### config.mk
export PLATFORM = sky130hd
export DESIGN_NAME = ingress_queue_bridge_flat
export DESIGN_NICKNAME = d
export VERILOG_FILES = /design/src/rtl/ingress_queue_bridge_if.sv /design/src/rtl/ingress_queue_bridge.sv /design/src/flat_wrapper.sv
export SDC_FILE = /design/constraint.sdc
export NUM_CORES = 1
export LEC_CHECK = 0
export CAP_MARGIN = 20
export CELL_PAD_IN_SITES_DETAIL_PLACEMENT = 1
export CELL_PAD_IN_SITES_GLOBAL_PLACEMENT = 2
export CORE_ASPECT_RATIO = 0.5
export CORE_MARGIN = 2
export CORE_UTILIZATION = 47
export DETAILED_ROUTE_END_ITERATION = 6
export DONT_BUFFER_PORTS = 1
export GPL_TIMING_DRIVEN = 0
export MAX_ROUTING_LAYER = met4
export PLACE_DENSITY = 0.77
export SLEW_MARGIN = 30
export SYNTH_ARGS = -nofsm -noshare
export SYNTH_HDL_FRONTEND = slang
export SYNTH_SLANG_ARGS = --single-unit
### constraint.sdc
create_clock -name clk_10KHz -period 3.4 [get_ports clk_10KHz]
set_clock_uncertainty 0.2 [all_clocks]
set_input_delay 0.68 -clock clk_10KHz [delete_from_list [all_inputs] [get_ports clk_10KHz]]
set_output_delay 0.68 -clock clk_10KHz [all_outputs]
set_load 0.05 [all_outputs]
### src/rtl/ingress_queue_bridge_if.sv
// rtl/ingress_queue_bridge_if.sv - channel/consumer signal bundle for the ingress queue bridge

interface ingress_queue_bridge_if #(
  parameter int WIDTH    = 8,
  parameter int DEPTH    = 8,
  parameter int CHANNELS = 2
);

  localparam int LW = $clog2(DEPTH + 1);
  localparam int GW = (CHANNELS > 1) ? $clog2(CHANNELS) : 1;

  // Source side: one word and one ready/ack pair per channel
  logic [CHANNELS*WIDTH-1:0] ch_data_in;
  logic [CHANNELS-1:0]       ch_ready_in;
  logic [CHANNELS-1:0]       ch_ack_out;

  // Consumer side: show-ahead head word, pop strobe and status
  logic                      dequeue_in;
  logic [WIDTH-1:0]          data_out;
  logic [LW-1:0]             len_out;
  logic                      empty_out;
  logic                      full_out;
  logic                      almost_full_out;
  logic                      underflow_out;
  logic [GW-1:0]             last_grant_out;

  // Environment view: drives channels and pops, observes the queue
  modport master (
    output ch_data_in, ch_ready_in, dequeue_in,
    input  ch_ack_out, data_out, len_out, empty_out, full_out,
           almost_full_out, underflow_out, last_grant_out
  );

  // Bridge view
  modport slave (
    input  ch_data_in, ch_ready_in, dequeue_in,
    output ch_ack_out, data_out, len_out, empty_out, full_out,
           almost_full_out, underflow_out, last_grant_out
  );

endinterface

### src/rtl/ingress_queue_bridge.sv
// rtl/ingress_queue_bridge.sv - round-robin multi-channel enqueue into a show-ahead word FIFO

module ingress_queue_bridge #(
  parameter int WIDTH    = 8,
  parameter int DEPTH    = 8,
  parameter int CHANNELS = 2,
  parameter int AF_LEVEL = DEPTH - 1
) (
  input  logic                 clk_10KHz,
  input  logic                 reset,
  ingress_queue_bridge_if.slave bus
);

  localparam int AW = $clog2(DEPTH);
  localparam int LW = $clog2(DEPTH + 1);
  localparam int GW = (CHANNELS > 1) ? $clog2(CHANNELS) : 1;

  localparam logic [LW-1:0] DEPTH_L    = LW'(DEPTH);
  localparam logic [LW-1:0] AF_L       = LW'(AF_LEVEL);
  localparam logic [GW:0]   CHANNELS_L = (GW + 1)'(CHANNELS);
  localparam logic [GW-1:0] LAST_CH    = GW'(CHANNELS - 1);

  // Queue storage (never reset) and its bookkeeping
  logic [WIDTH-1:0]    mem [DEPTH];
  logic [AW-1:0]       wr_ptr;
  logic [AW-1:0]       rd_ptr;
  logic [LW-1:0]       count;

  // Arbitration state and registered handshake/status
  logic [GW-1:0]       rr_ptr;
  logic [GW-1:0]       last_grant;
  logic [CHANNELS-1:0] ack;
  logic                underflow;

  // Per-cycle decode
  logic [WIDTH-1:0]    ch_word [CHANNELS];
  logic [CHANNELS-1:0] eligible;
  logic [CHANNELS-1:0] ack_next;
  logic [GW:0]         scan_sum;
  logic [GW-1:0]       scan_idx;
  logic [GW-1:0]       win;
  logic [GW-1:0]       rr_next;
  logic                found;
  logic                grant;
  logic                pop;
  logic                is_empty;

  // Split the packed channel bus into one word per channel
  for (genvar g = 0; g < CHANNELS; g++) begin : g_unpack
    assign ch_word[g] = bus.ch_data_in[g*WIDTH +: WIDTH];
  end

  // A channel that is being acked this cycle is masked so a source still
  // holding ready through its ack cycle is not enqueued a second time.
  assign eligible = bus.ch_ready_in & ~ack;

  // Round-robin search: first eligible channel at or after rr_ptr, wrapping
  always_comb begin
    found    = 1'b0;
    win      = '0;
    scan_sum = '0;
    scan_idx = '0;
    for (int i = 0; i < CHANNELS; i++) begin
      scan_sum = {1'b0, rr_ptr} + (GW + 1)'(i);
      if (scan_sum >= CHANNELS_L) begin
        scan_sum = scan_sum - CHANNELS_L;
      end
      scan_idx = scan_sum[GW-1:0];
      if (!found && eligible[scan_idx]) begin
        found = 1'b1;
        win   = scan_idx;
      end
    end
  end

  // Space is judged on the registered count only; a same-edge pop does not
  // free a slot for a grant on that edge.
  assign grant    = found && (count < DEPTH_L);
  assign is_empty = (count == '0);
  assign pop      = bus.dequeue_in && !is_empty;
  assign rr_next  = (win == LAST_CH) ? '0 : win + 1'b1;

  // One-hot acknowledge for the winner, all other bits low
  always_comb begin
    ack_next = '0;
    if (grant) begin
      ack_next[win] = 1'b1;
    end
  end

  // Pointers, occupancy, arbitration pointer and sticky underflow
  always_ff @(posedge clk_10KHz or posedge reset) begin
    if (reset) begin
      wr_ptr     <= '0;
      rd_ptr     <= '0;
      count      <= '0;
      rr_ptr     <= '0;
      last_grant <= '0;
      ack        <= '0;
      underflow  <= 1'b0;
    end else begin
      ack <= ack_next;
      if (grant) begin
        wr_ptr     <= wr_ptr + 1'b1;
        rr_ptr     <= rr_next;
        last_grant <= win;
      end
      if (pop) begin
        rd_ptr <= rd_ptr + 1'b1;
      end
      if (bus.dequeue_in && is_empty) begin
        underflow <= 1'b1;
      end
      if (grant && !pop) begin
        count <= count + 1'b1;
      end else if (pop && !grant) begin
        count <= count - 1'b1;
      end
    end
  end

  // Word storage; contents are don't-care until written after reset
  always_ff @(posedge clk_10KHz) begin
    if (grant && !reset) begin
      mem[wr_ptr] <= ch_word[win];
    end
  end

  assign bus.ch_ack_out      = ack;
  assign bus.len_out         = count;
  assign bus.empty_out       = is_empty;
  assign bus.full_out        = (count == DEPTH_L);
  assign bus.almost_full_out = (count >= AF_L);
  assign bus.underflow_out   = underflow;
  assign bus.last_grant_out  = last_grant;
  assign bus.data_out        = is_empty ? '0 : mem[rd_ptr];

endmodule
### src/flat_wrapper.sv
// flat-port wrapper written by rule: the top's interface ports become plain ports
module ingress_queue_bridge_flat 
#(
  parameter int WIDTH    = 8,
  parameter int DEPTH    = 8,
  parameter int CHANNELS = 2,
  parameter int AF_LEVEL = DEPTH - 1
)
  (clk_10KHz, reset, bus_ch_data_in, bus_ch_ready_in, bus_dequeue_in, bus_ch_ack_out, bus_data_out, bus_len_out, bus_empty_out, bus_full_out, bus_almost_full_out, bus_underflow_out, bus_last_grant_out);
  ingress_queue_bridge_if #(.WIDTH(WIDTH), .DEPTH(DEPTH), .CHANNELS(CHANNELS)) bus_i ();
  input  logic clk_10KHz;
  input  logic reset;
  input wire logic [$bits(bus_i.ch_data_in)-1:0] bus_ch_data_in;
  input wire logic [$bits(bus_i.ch_ready_in)-1:0] bus_ch_ready_in;
  input wire logic [$bits(bus_i.dequeue_in)-1:0] bus_dequeue_in;
  output wire logic [$bits(bus_i.ch_ack_out)-1:0] bus_ch_ack_out;
  output wire logic [$bits(bus_i.data_out)-1:0] bus_data_out;
  output wire logic [$bits(bus_i.len_out)-1:0] bus_len_out;
  output wire logic [$bits(bus_i.empty_out)-1:0] bus_empty_out;
  output wire logic [$bits(bus_i.full_out)-1:0] bus_full_out;
  output wire logic [$bits(bus_i.almost_full_out)-1:0] bus_almost_full_out;
  output wire logic [$bits(bus_i.underflow_out)-1:0] bus_underflow_out;
  output wire logic [$bits(bus_i.last_grant_out)-1:0] bus_last_grant_out;
  assign bus_i.ch_data_in = bus_ch_data_in;
  assign bus_i.ch_ready_in = bus_ch_ready_in;
  assign bus_i.dequeue_in = bus_dequeue_in;
  assign bus_ch_ack_out = bus_i.ch_ack_out;
  assign bus_data_out = bus_i.data_out;
  assign bus_len_out = bus_i.len_out;
  assign bus_empty_out = bus_i.empty_out;
  assign bus_full_out = bus_i.full_out;
  assign bus_almost_full_out = bus_i.almost_full_out;
  assign bus_underflow_out = bus_i.underflow_out;
  assign bus_last_grant_out = bus_i.last_grant_out;
  ingress_queue_bridge #(.WIDTH(WIDTH), .DEPTH(DEPTH), .CHANNELS(CHANNELS), .AF_LEVEL(AF_LEVEL)) u_core (.clk_10KHz(clk_10KHz), .reset(reset), .bus(bus_i));
endmodule
# Word-level counts from Yosys, hierarchy flattened
# Memories as Yosys holds them, arrays and structs flattened.
# Index checks and enable logic that the tools add are counted.
# op_classes
n_addsub,8
order_cmp,9
n_eq_ne,1
muxes,22
bitwise,3
reduce_logical,15
# ops
cell,n
8-bit 2-to-1 mux,4
1-bit 2-to-1 mux,14
1-bit logical AND,8
4-bit 2-to-1 mux,2
"3-bit by 1-bit adder with 3-bit output, second input constant",2
"1-bit by 2-bit < comparator with 1-bit output, second input constant",3
1-bit zero test,5
"4-bit by 1-bit adder with 4-bit output, second input constant",1
"4-bit equality test, second input constant",1
"2-bit >= comparator, second input constant",2
"4-bit by 3-bit >= comparator with 1-bit output, second input constant",1
4-bit zero test,1
"4-bit < comparator, second input constant",1
"4-bit by 1-bit subtractor with 4-bit output, second input constant",1
"1-bit by 1-bit adder with 2-bit output, second input constant",1
2-bit bitwise AND,1
"1-bit by 2-bit >= comparator with 1-bit output, second input constant",1
2-bit 2-to-1 mux,1
1-bit NOT with 2-bit output,1
2-bit NOT,1
2-bit nonzero test,1
"1-bit subtractor, second input constant",2
"1-bit adder, second input constant",1
1-bit demux with 1-bit select,1
"1-bit >= comparator, second input constant",1
# word_totals
regBits,15
ram_bits,64
out_inout_bits,19
mem_count,1
# memory_table
memory,words,width,read_ports,rd_ports_with_merged_regs,write_ports,line_no,text
u_core.mem,8,8,1,0,1,ingress_queue_bridge.sv:24,logic [WIDTH-1:0] mem [DEPTH];

# Longest topological paths before layout
# logic_depth
word_depth,13
depth_mapped,9
ltp_nobuf,9

# Least setup slack after synthesis
# No wires, ideal clock.
# synth_timing
path_kind,register to output
startpoint,register u_core.count[3] (netlist: u_core.bus.len_out[3])
endpoint,output port bus_full_out
arrival_ns,2.452
t_required_ns,2.520
setup_slack_ns,0.068
stages_incl_launch_ff,3
path_buffers,0
cell_sequence,dfrtp_1 -> inv_1 -> nor4_1
# synth_via
elab_chain_len,1
# synth_lines
item,line_no,text
start: declaration,ingress_queue_bridge.sv:27,logic [LW-1:0] count;
start signal: assignment,ingress_queue_bridge.sv:115,count <= count + 1'b1;
start signal: assignment,ingress_queue_bridge.sv:117,count <= count - 1'b1;
4-bit equality test,ingress_queue_bridge.sv:132,assign bus.full_out = (count == DEPTH_L);
end: declaration,flat_wrapper.sv:20,output wire logic [$bits(bus_i.full_out)-1:0] bus_full_out;
# No other way between the ends.

# Final worst setup path
# layout_timing
startpoint,register u_core.count[0] (netlist: u_core.bus.len_out[0])
endpoint,output port bus_data_out[3]
# layout_via
elab_chain_len,2
# layout_lines
item,line_no,text
4-bit zero test,ingress_queue_bridge.sv:79,assign is_empty = (count == '0);
net bus_empty_out,flat_wrapper.sv:19,output wire logic [$bits(bus_i.empty_out)-1:0] bus_empty_out;
8-bit 2-to-1 mux,ingress_queue_bridge.sv:136,assign bus.data_out = is_empty ? '0 : mem[rd_ptr];
end: declaration,flat_wrapper.sv:17,output wire logic [$bits(bus_i.data_out)-1:0] bus_data_out;
# The timed path passes the listed nets, and every way through them passes these cells.

==> results.cfg <==
[synthesis]
postSynthAreaPerCell_um2 = 18.3
async_flop_share_pct = 19.0
synth_top_flop_cell = edfxtp_1
synthCells = 186
synth_top_area_share_pct = 56.3
synth_area_mm2 = 0.00341
yosysWarnings = 0
synth_top_area_cell = edfxtp_1
syn_nets = 213
ys_ff_latch = 79
synth_edf_count = 64
ys_types = 39
synthTopCellsByArea = edfxtp_1 (56%), dfrtp_1 (11%), mux4_1 (6.9%), mux4_2 (4.6%), mux2_2 (3.6%)
yosysSeqAreaShare_pct = 67.4

[die]
start_util_pct = 49.7
dieWidth_um = 124
io_pins = 40
die-height_um = 64.2
num_rows = 21
die-area_mm2 = 0.00800
design.core.area_mm2 = 0.00686

[final_layout]
design_area_mm2 = 0.00390
diodes = 0
final_util_pct = 56.9
drive_above_1_share_pct = 28.6
area_growth_pct = 14.5
nets = 226
nFillCells = 613

[power_and_ir_drop]
power.density_mw_per_mm2 = 1050
power_leakage_nw = 1.38
ir_drop_mv = 0.519
finalPower_mw = 4.08

[placement]
dp_hpwl_um = 4540
placed_cell_area_mm2 = 0.00357
gp_congestion = 0.679
dp_slack_ns = -0.127
port_buffers = 0

[routing]
vias_per_cell = 5.93
wl_um = 6980
final_antenna_net_count = 0
wl_per_cell_um = 23.7
drt-initial-drc-count = 94
vias = 1748
dr.pass1.iters = 4
drc_errors = 0

[global_routing]
grt_max_degree = 17
overflow = 0
grt_pass1_wl_um = 11000
gr-usage-all-layers_pct = 20.0
grt_pass1_vias = 1925
antenna_found_initial = 0

[sta]
rsz0062_at_grt = no
tns_ns = 0
tightest_slew_ns = 0.860
final-setup-viol-count = 0
hold_violations = 0
fmax_mhz = 309
relSlewSlack_pct = 42.3
timing.final.crit_share_pct = 95.2
timing.final.ws_setup_ns = 0.164
slew_viol_final = 0
min_period_ns = 3.24

[setup_path]
critPathCaptureType = output pin
rr_endpoint = u_core.bus.len_out[3]
start_kind = flip-flop
r2r_slack_ns = 0.17
cp.arrival_ns = 2.36
r2r-start = u_core.bus.ch_ack_out[0]
reg2regPathDepth = 9
cp.required_ns = 2.52
path_class = reg2out
crit_fanout = 8

[clock_tree]
clock_latency_ns = 0.33
cts_tree = done
cts.path.max_buffers = 2
root_buffer = clkbuf_16
clk_pin_slew_worst_paths_ns = 0.06
cts_buffers = 9
post-cts-setup-buffers = 0
htree_levels = 3
numClockSinks = 79
hold_buffers = 0

[outcome]
status = finished, final reports clean

[hold_path]
min_path_type = in2async

[flow_run]
drv_cap = 0
[cell usage after synthesis (4+ instances only)]
cell and n:
mux4_1 9, mux2_2 11, nor2_1 4, mux4_2 7, nor3_1 5, inv_1 7
xnor2_1 6, a22o_1 8, ha_1 5, dfrtp_1 15, and3_1 5, edfxtp_1 64
nand2_1 5
[cell usage in the layout (no fill, tap or decap), types with 3 or more instances in the layout]
cell type and count:
nor2_1 3, dfrtp_2 4, mux4_2 7, mux4_1 9, nand3_1 3, ha_1 5
edfxtp_1 64, xnor2_1 6, mux2_2 11, a22o_1 7, buf_4 3, clkbuf_16 9
nor3_2 4, inv_1 6, clkbuf_8 3, dfrtp_1 11, nand2_1 5, and3_1 5
[registers in the layout, summed over array words and instances (netlist names)]
register and cells:
u_core.wr_ptr 3, u_core.bus.underflow_out 1, u_core.rr_ptr 1, u_core.bus.last_grant_out 1, u_core.bus.len_out 4, u_core.bus.ch_ack_out 2, u_core.mem 64, u_core.rd_ptr 3
[repair_timing]
item / CTS / global route
setup endpoints to repair: 8 / 1
hold endpoints to repair: 0 / 0
resized for setup: 8 / 1
[stage by stage]
step           cells  hold WS (ns)
2_1_floorplan    186         0.267
3_5_place_dp     280         0.295
3_3_place_gp     278         0.282
5_1_grt          295         0.151
4_1_cts          295         0.122
6_report         295         0.103
[layer usage]
layer / track usage (%) / share of wire, % / vias up
li1: - / - / 776
met1: 24.5 / 45 / 922
met4: 9.69 / 1.9 / 0
met3: 6.28 / 3.9 / 9
met5: - / 0 / -
met2: 30.6 / 49 / 41
[report_power, final]
| part | internal (mW) | switching (mW) |
|---|---|---|
| combinational | 0.575 | 0.959 |
| sequential | 1.25 | 0.299 |
| clock | 0.641 | 0.360 |
| total | 2.46 | 1.62 |
[final cells by class]
cell class / count / area, um2 / area share (%)
buffer: 7 / 75.1 / 1.92
clock buffer: 10 / 229 / 5.87
clock inverter: 5 / 82.6 / 2.12
inverter: 7 / 30.0 / 0.769
multi-input combinational: 93 / 1050 / 27.0
sequential: 79 / 2300 / 59.0
tap: 92 / 115 / 2.95
timing repair buffer: 2 / 15.0 / 0.385
[cells by family (layout without fill, tap and decap cells)]
family	after synthesis	count (layout)	synth area share [%]
adders and majority gates	6	6	2.42
buffers and inverters	14	31	2.97
xor gates and xnor gates	6	6	1.54
and+or+nand+nor	34	34	5.69
DFF	79	79	67.4
AOI/OAI and AO/OA	19	19	4.55
muxes	28	28	15.5
[how the worst max path moves through the flow]
stage	from	to	slack, ns	cells after the start
6_report	u_core.bus.len_out[0]	bus_data_out[3]	0.16	4
4_1_cts	u_core.bus.ch_ack_out[0]	u_core.bus.len_out[3]	0.02	9
2_1_floorplan	u_core.bus.len_out[3]	bus_full_out	0.07	2
5_1_grt	u_core.bus.ch_ack_out[0]	u_core.bus.len_out[3]	0.01	9
3_5_place_dp	u_core.bus.len_out[0]	bus_data_out[7]	-0.13	4
3_3_place_gp	u_core.bus.len_out[3]	bus_full_out	-0.10	2
[critical path, stage by stage (launching register included)]
cell	delay [ns]
dfrtp_2	0.61
or4_4	0.24
clkinvlp_4	0.29
nor2_4	0.37
a22o_1	0.51
No activity file was read; power rests on OpenSTA's default activity.
